[src/rtl/display_share_if.sv]
// Bundle between the display requesters and the sharing arbiter that feeds fourDigitDisplay.
interface display_share_if;
  logic [2:0]  req;
  logic [15:0] val0, val1, val2;
  logic [3:0]  dp0, dp1, dp2;
  logic [3:0]  sg0, sg1, sg2;
  logic [2:0]  gnt;
  logic [3:0]  W, X, Y, Z;
  logic [3:0]  decPts;
  logic [3:0]  signs;

  modport master (
    output req, val0, val1, val2, dp0, dp1, dp2, sg0, sg1, sg2,
    input  gnt, W, X, Y, Z, decPts, signs
  );

  modport slave (
    input  req, val0, val1, val2, dp0, dp1, dp2, sg0, sg1, sg2,
    output gnt, W, X, Y, Z, decPts, signs
  );
endinterface

[src/rtl/display_share_arbiter.sv]
// Round-robin sharing of one four-digit display among three requesters, with
// min/max hold times counted in prescaled ticks and a blank frame between owners.
module display_share_arbiter #(
  parameter int TICK_DIV = 100000,
  parameter int MIN_HOLD = 500,
  parameter int MAX_HOLD = 3000
) (
  input  logic           CLK,
  input  logic           RESET,
  display_share_if.slave ds
);
  localparam int PW = (TICK_DIV > 1) ? $clog2(TICK_DIV) : 1;
  localparam int HW = (MAX_HOLD > 0) ? $clog2(MAX_HOLD + 1) : 1;

  typedef enum logic [1:0] {IDLE, OWN, BLANK} state_t;

  state_t          state_q, state_d;
  logic [1:0]      owner_q, owner_d;
  logic [1:0]      rr_q, rr_d;
  logic [HW-1:0]   hold_q, hold_d;
  logic [PW-1:0]   cnt_q;
  logic            tick;
  logic [2:0]      gnt_d;
  logic [15:0]     digits_d;
  logic [3:0]      dp_d, sg_d;

  function automatic logic [1:0] next3(input logic [1:0] i);
    return (i == 2'd2) ? 2'd0 : i + 2'd1;
  endfunction

  // Walks the search order backwards so the first hit in forward order wins.
  function automatic logic [1:0] rr_pick(input logic [2:0] r, input logic [1:0] p);
    logic [1:0] sel;
    logic [1:0] idx;
    sel = p;
    for (int k = 2; k >= 0; k--) begin
      idx = p;
      for (int s = 0; s < k; s++) idx = next3(idx);
      if (r[idx]) sel = idx;
    end
    return sel;
  endfunction

  assign tick = (cnt_q == PW'(TICK_DIV - 1));

  always_comb begin
    state_d = state_q;
    owner_d = owner_q;
    rr_d    = rr_q;
    hold_d  = hold_q;
    case (state_q)
      IDLE: begin
        if (|ds.req) begin
          owner_d = rr_pick(ds.req, rr_q);
          hold_d  = '0;
          state_d = OWN;
        end
      end
      OWN: begin
        if (tick && (hold_q != HW'(MAX_HOLD))) hold_d = hold_q + 1'b1;
        if (((hold_q >= HW'(MIN_HOLD)) && !ds.req[owner_q]) ||
            ((hold_q >= HW'(MAX_HOLD)) && |(ds.req & ~(3'b001 << owner_q)))) begin
          state_d = BLANK;
          rr_d    = next3(owner_q);
          hold_d  = '0;
        end
      end
      BLANK: begin
        if (tick) begin
          if (|ds.req) begin
            owner_d = rr_pick(ds.req, rr_q);
            hold_d  = '0;
            state_d = OWN;
          end else begin
            state_d = IDLE;
          end
        end
      end
      default: state_d = IDLE;
    endcase
  end

  // Output frame follows the next state so gnt and live data appear on the same edge.
  always_comb begin
    gnt_d    = '0;
    digits_d = '0;
    dp_d     = '0;
    sg_d     = '0;
    case (state_d)
      OWN: begin
        gnt_d = 3'b001 << owner_d;
        case (owner_d)
          2'd0:    begin digits_d = ds.val0; dp_d = ds.dp0; sg_d = ds.sg0; end
          2'd1:    begin digits_d = ds.val1; dp_d = ds.dp1; sg_d = ds.sg1; end
          default: begin digits_d = ds.val2; dp_d = ds.dp2; sg_d = ds.sg2; end
        endcase
      end
      IDLE:    sg_d = 4'hF;
      default: sg_d = 4'h0;
    endcase
  end

  always_ff @(posedge CLK or posedge RESET) begin
    if (RESET) begin
      state_q   <= IDLE;
      owner_q   <= '0;
      rr_q      <= '0;
      hold_q    <= '0;
      cnt_q     <= '0;
      ds.gnt    <= '0;
      ds.W      <= '0;
      ds.X      <= '0;
      ds.Y      <= '0;
      ds.Z      <= '0;
      ds.decPts <= '0;
      ds.signs  <= 4'hF;
    end else begin
      cnt_q     <= tick ? '0 : cnt_q + 1'b1;
      state_q   <= state_d;
      owner_q   <= owner_d;
      rr_q      <= rr_d;
      hold_q    <= hold_d;
      ds.gnt    <= gnt_d;
      ds.W      <= digits_d[15:12];
      ds.X      <= digits_d[11:8];
      ds.Y      <= digits_d[7:4];
      ds.Z      <= digits_d[3:0];
      ds.decPts <= dp_d;
      ds.signs  <= sg_d;
    end
  end
endmodule

[src/flat_wrapper.sv]
// flat-port wrapper written by rule: the top's interface ports become plain ports
module display_share_arbiter_flat 
#(
  parameter int TICK_DIV = 100000,
  parameter int MIN_HOLD = 500,
  parameter int MAX_HOLD = 3000
)
  (CLK, RESET, ds_req, ds_val0, ds_val1, ds_val2, ds_dp0, ds_dp1, ds_dp2, ds_sg0, ds_sg1, ds_sg2, ds_gnt, ds_W, ds_X, ds_Y, ds_Z, ds_decPts, ds_signs);
  display_share_if ds_i ();
  input  logic CLK;
  input  logic RESET;
  input wire logic [$bits(ds_i.req)-1:0] ds_req;
  input wire logic [$bits(ds_i.val0)-1:0] ds_val0;
  input wire logic [$bits(ds_i.val1)-1:0] ds_val1;
  input wire logic [$bits(ds_i.val2)-1:0] ds_val2;
  input wire logic [$bits(ds_i.dp0)-1:0] ds_dp0;
  input wire logic [$bits(ds_i.dp1)-1:0] ds_dp1;
  input wire logic [$bits(ds_i.dp2)-1:0] ds_dp2;
  input wire logic [$bits(ds_i.sg0)-1:0] ds_sg0;
  input wire logic [$bits(ds_i.sg1)-1:0] ds_sg1;
  input wire logic [$bits(ds_i.sg2)-1:0] ds_sg2;
  output wire logic [$bits(ds_i.gnt)-1:0] ds_gnt;
  output wire logic [$bits(ds_i.W)-1:0] ds_W;
  output wire logic [$bits(ds_i.X)-1:0] ds_X;
  output wire logic [$bits(ds_i.Y)-1:0] ds_Y;
  output wire logic [$bits(ds_i.Z)-1:0] ds_Z;
  output wire logic [$bits(ds_i.decPts)-1:0] ds_decPts;
  output wire logic [$bits(ds_i.signs)-1:0] ds_signs;
  assign ds_i.req = ds_req;
  assign ds_i.val0 = ds_val0;
  assign ds_i.val1 = ds_val1;
  assign ds_i.val2 = ds_val2;
  assign ds_i.dp0 = ds_dp0;
  assign ds_i.dp1 = ds_dp1;
  assign ds_i.dp2 = ds_dp2;
  assign ds_i.sg0 = ds_sg0;
  assign ds_i.sg1 = ds_sg1;
  assign ds_i.sg2 = ds_sg2;
  assign ds_gnt = ds_i.gnt;
  assign ds_W = ds_i.W;
  assign ds_X = ds_i.X;
  assign ds_Y = ds_i.Y;
  assign ds_Z = ds_i.Z;
  assign ds_decPts = ds_i.decPts;
  assign ds_signs = ds_i.signs;
  display_share_arbiter #(.TICK_DIV(TICK_DIV), .MIN_HOLD(MIN_HOLD), .MAX_HOLD(MAX_HOLD)) u_core (.CLK(CLK), .RESET(RESET), .ds(ds_i));
endmodule
[config.mk]
export PLATFORM = sky130hd
export DESIGN_NAME = display_share_arbiter_flat
export DESIGN_NICKNAME = d
export VERILOG_FILES = /design/src/rtl/display_share_if.sv /design/src/rtl/display_share_arbiter.sv /design/src/flat_wrapper.sv
export SDC_FILE = /design/constraint.sdc
export NUM_CORES = 1
export LEC_CHECK = 0
export CORE_MARGIN = 2
export CORE_UTILIZATION = 51
export DETAILED_ROUTE_END_ITERATION = 12
export PLACE_DENSITY = 0.86
export SLEW_MARGIN = 30
export SYNTH_ARGS = -nofsm -noshare
export SYNTH_HDL_FRONTEND = slang
export SYNTH_SLANG_ARGS = --single-unit
[constraint.sdc]
create_clock -name CLK -period 5.65 [get_ports CLK]
set_input_delay 1.695 -clock CLK [delete_from_list [all_inputs] [get_ports CLK]]
set_output_delay 1.695 -clock CLK [all_outputs]
set_load 0.005 [all_outputs]
==> flow_metrics.env <==
export IMPL_multi_input_area_um2=1730
export IMPL_clock_fmax_mhz=243
export IMPL_vdd_drop_max_mv=0.325
export IMPL_gp_congestion=0.843
export IMPL_async_reset_ff_frac=1.00
export IMPL_r2r_cells=6
export IMPL_wire_per_inst_um=16.7
export IMPL_hold_class="flop to flop"
export IMPL_ios=104
export IMPL_synth_edf_count=0
export IMPL_post_cts_resized=0
export IMPL_grt_use_total=0.252
export IMPL_ff2ff_setup_slack_ns=2.48
export IMPL_die_height_um=85.4
export IMPL_synth_cell_area_um2=3380
export IMPL_met3_length_um=528
export IMPL_setup_violations=0
export IMPL_hold_end="u_core.cnt_q[0]$_DFF_PP0_"
export IMPL_slew_headroom=0.448
export IMPL_seq_area_um2=1560
export IMPL_setup_tns_ns=0
export IMPL_antenna_found_initial=0
export IMPL_synth_largest_area_cell="dfrtp_1"
export IMPL_synth_top_family_by_area="compound AO/OA/AOI/OAI gates"
export IMPL_yosys_register_bits=62
export IMPL_yosysUniqueCellTypes=51
export IMPL_synth_nets=416
export IMPL_avgViaCountPerCell=5.79
export IMPL_synthFlopType="dfrtp_1"
export IMPL_start_util=0.529
export IMPL_ys_top_cells_by_area="dfrtp_1 (43%), mux2i_1 (9.8%), a21oi_1 (4.7%), o22ai_1 (3.7%), dfstp_2 (3.1%)"
export IMPL_ant_nets=0
export IMPL_muxShareOfSynthArea=0.116
export IMPL_met2_length_um=4480
export IMPL_syn_instance_count=336
export IMPL_drt_met1_wl_um=3480
export IMPL_status="finished, final reports clean"
export IMPL_synth_top_area_frac=0.430
export IMPL_cts_made_buffers=9
export IMPL_critPathMaxFanout=27
export IMPL_ys_seq_area_frac=0.461
export IMPL_dpl_hpwl_um=6420
export IMPL_highest_layer="met4"
export IMPL_port_buffers=103
export IMPL_slew_violations=0
export IMPL_clk_pin_slew_ns=0.08
export IMPL_avgSynthCellArea_um2=10.1
export IMPL_nNetsFinal=520
export IMPL_synthXorXnorAreaFrac=0.0337
export IMPL_clock_latency_ns=0.35
export IMPL_dieArea_um2=7290
export IMPL_first_pass_iters=4
export IMPL_synth_simple_gate_area_frac=0.149
export IMPL_end_kind="flop"
export IMPL_num_rows=29
export IMPL_ctsHoldBuffers=0
export IMPL_maxCapViolCount=0
export IMPL_synth_compound_area_frac=0.193
export IMPL_clock_root_buffer="clkbuf_8"
export IMPL_drt_initial_drc_count=112
export IMPL_syn_to_final_growth_pct=39.7
export IMPL_die_x_um=85.4
export IMPL_start_kind="primary input"
export IMPL_worstMarginPinSlew_ns=0.821
export IMPL_drc_errors=0
export IMPL_power_density_nw_per_um2=428
export IMPL_timing_rr_end="u_core.hold_q[7]$_DFFE_PP0P_"
export IMPL_arrival_ns=4.40
export IMPL_hold_path_cell_count=1
export IMPL_cts_tree="built"
export IMPL_via_count=3021
export IMPL_fin_crit_sh=0.729
export IMPL_clock_sinks=62
export IMPL_cts_buffer_depth=2
export IMPL_yosysWarnings=0
export IMPL_synth_fa_ha_area_frac=0.0111
export IMPL_drive_gt1_frac=0.108
export IMPL_grt_overflow=0
export IMPL_worstPathRequired_ns=5.92
export IMPL_wirelength_um=8700
export IMPL_post_cts_setup_buffers=0
export IMPL_grt_pass1_wl_um=14300
export IMPL_critPathKind="primary input to flop"
export IMPL_power_leakage_nw=1.92
export IMPL_grt_start_max_net_pins=35
export IMPL_rsz0062_at_grt="no"
export IMPL_hp_start="u_core.cnt_q[0]$_DFF_PP0_"
export IMPL_core_um2=6390
export IMPL_diodes=0
export IMPL_cts_max_level=3
export IMPL_finalClockSkew_ns=0.0161
export IMPL_hold_violations=0
export IMPL_worst_hold_slack_ns=0.494
export IMPL_nFillCells=452
export IMPL_grt_pass1_vias=3078
export IMPL_fin_crit_ns=4.12
export IMPL_rr_startpoint="u_core.cnt_q[8]$_DFF_PP0_"
## power by group
group | leakage (nW) | internal, mW | switching, mW | total [mW]
clock network | 0.0996 | 0.205 | 0.188 | 0.393
logic | 1.05 | 0.503 | 0.470 | 0.974
registers | 0.770 | 0.584 | 0.0698 | 0.653
total | 1.92 | 1.29 | 0.728 | 2.02
## layer usage
metal	vias up	track usage
met5	-	0
met4	0	0.107
met3	19	0.0807
met2	100	0.433
met1	1438	0.289
li1	1464	-
## flip-flops by register name, indices dropped and copies added (netlist names), 3 cells and up
signal            flops
u_core.cnt_q         17
u_core.ds.W           4
u_core.ds.X           4
u_core.ds.Y           4
u_core.ds.Z           4
u_core.ds.decPts      4
u_core.ds.gnt         3
u_core.ds.signs       4
u_core.hold_q        12
## cells in the mapped netlist, types with 2 or more instances
master,n
mux2_4,4
buf_2,4
nand3_1,15
or2_2,5
and3_1,5
nor3_1,8
dfrtp_1,58
o21bai_1,9
nor3b_1,4
nand4_1,6
nand2_1,12
nor2b_1,2
o221a_1,4
o22ai_1,20
xor2_1,5
clkbuf_1,13
or3_1,3
ha_1,3
nand2b_1,2
or4_1,2
nor2_1,16
o21ai_0,11
xnor2_1,8
nand4bb_1,2
mux2i_1,33
a21oi_1,32
o21ai_1,7
dfstp_2,4
a211oi_1,5
nor4_1,3
inv_1,11
## through the flow
step / worst slack [ns] / power, mW / utilization / cells / cell area [um^2]
floorplan: 2.21 / 1.23 / - / 336 / 3380
global placement: 1.40 / 1.59 / 0.708 / 506 / 4520
detailed placement: 1.21 / 1.63 / 0.708 / 506 / 4520
CTS: 1.58 / 2.03 / 0.739 / 522 / 4720
global route: 1.38 / 2.15 / 0.739 / 522 / 4720
finish: 1.53 / 2.02 / 0.739 / 522 / 4720
## cell usage in the layout, fill, tap and decap left out, drive strengths merged, types with 2 or more instances in the layout
cell type	instances
a211oi	5
clkinv	4
or2	5
xnor2	8
nand4	6
inv	13
o221a	5
mux2i	33
buf	8
dfrtp	58
xor2	5
a21oi	33
clkbuf	9
o22ai	20
nor3	8
and3	5
nand3	15
mux2	4
clkdlybuf4s50	103
o21bai	9
nor3b	4
nand2b	2
nor2b	2
a2111oi	2
or3	3
nand4bb	2
or4	3
o21ai	19
ha	3
nand2	12
nor4	3
dfstp	4
nor2	16
## cell families (layout without fill, tap and decap cells)
logic type	after synthesis	in the layout
compound gates	100	100
simple gates	91	91
flops	62	62
mux	37	37
buf+inv	30	139
xor+xnor	13	13
fa+ha+maj	3	3
## worst max path at each step
stage	slack (ns)	to	from	depth (start not counted)
floorplan	2.21	u_core.hold_q[0]$_DFFE_PP0P_	ds_req[0]	7
global placement	1.40	u_core.hold_q[7]$_DFFE_PP0P_	ds_req[0]	7
detailed placement	1.21	u_core.hold_q[7]$_DFFE_PP0P_	ds_req[0]	7
CTS	1.58	u_core.hold_q[7]$_DFFE_PP0P_	ds_req[0]	7
global route	1.38	u_core.hold_q[7]$_DFFE_PP0P_	ds_req[0]	7
finish	1.53	u_core.hold_q[7]$_DFFE_PP0P_	ds_req[0]	7
## worst max-delay path, cell delays in order
cell and delay (ns):
clkdlybuf4s50_1 0.61, nor3_1 0.14, or2_2 0.32, o21ai_2 0.24
nand2_1 0.51, a2111oi_1 0.62, mux2i_1 0.25
## final cells by class
class | instances | share of cell area
Clock buffer | 9 | 0.0263
Inverter | 12 | 0.00955
Tap cell | 77 | 0.0204
Clock inverter | 7 | 0.0156
Sequential cell | 62 | 0.330
Timing Repair Buffer | 111 | 0.231
Multi-Input combinational cell | 244 | 0.367
(Power assumes the default switching activity.)
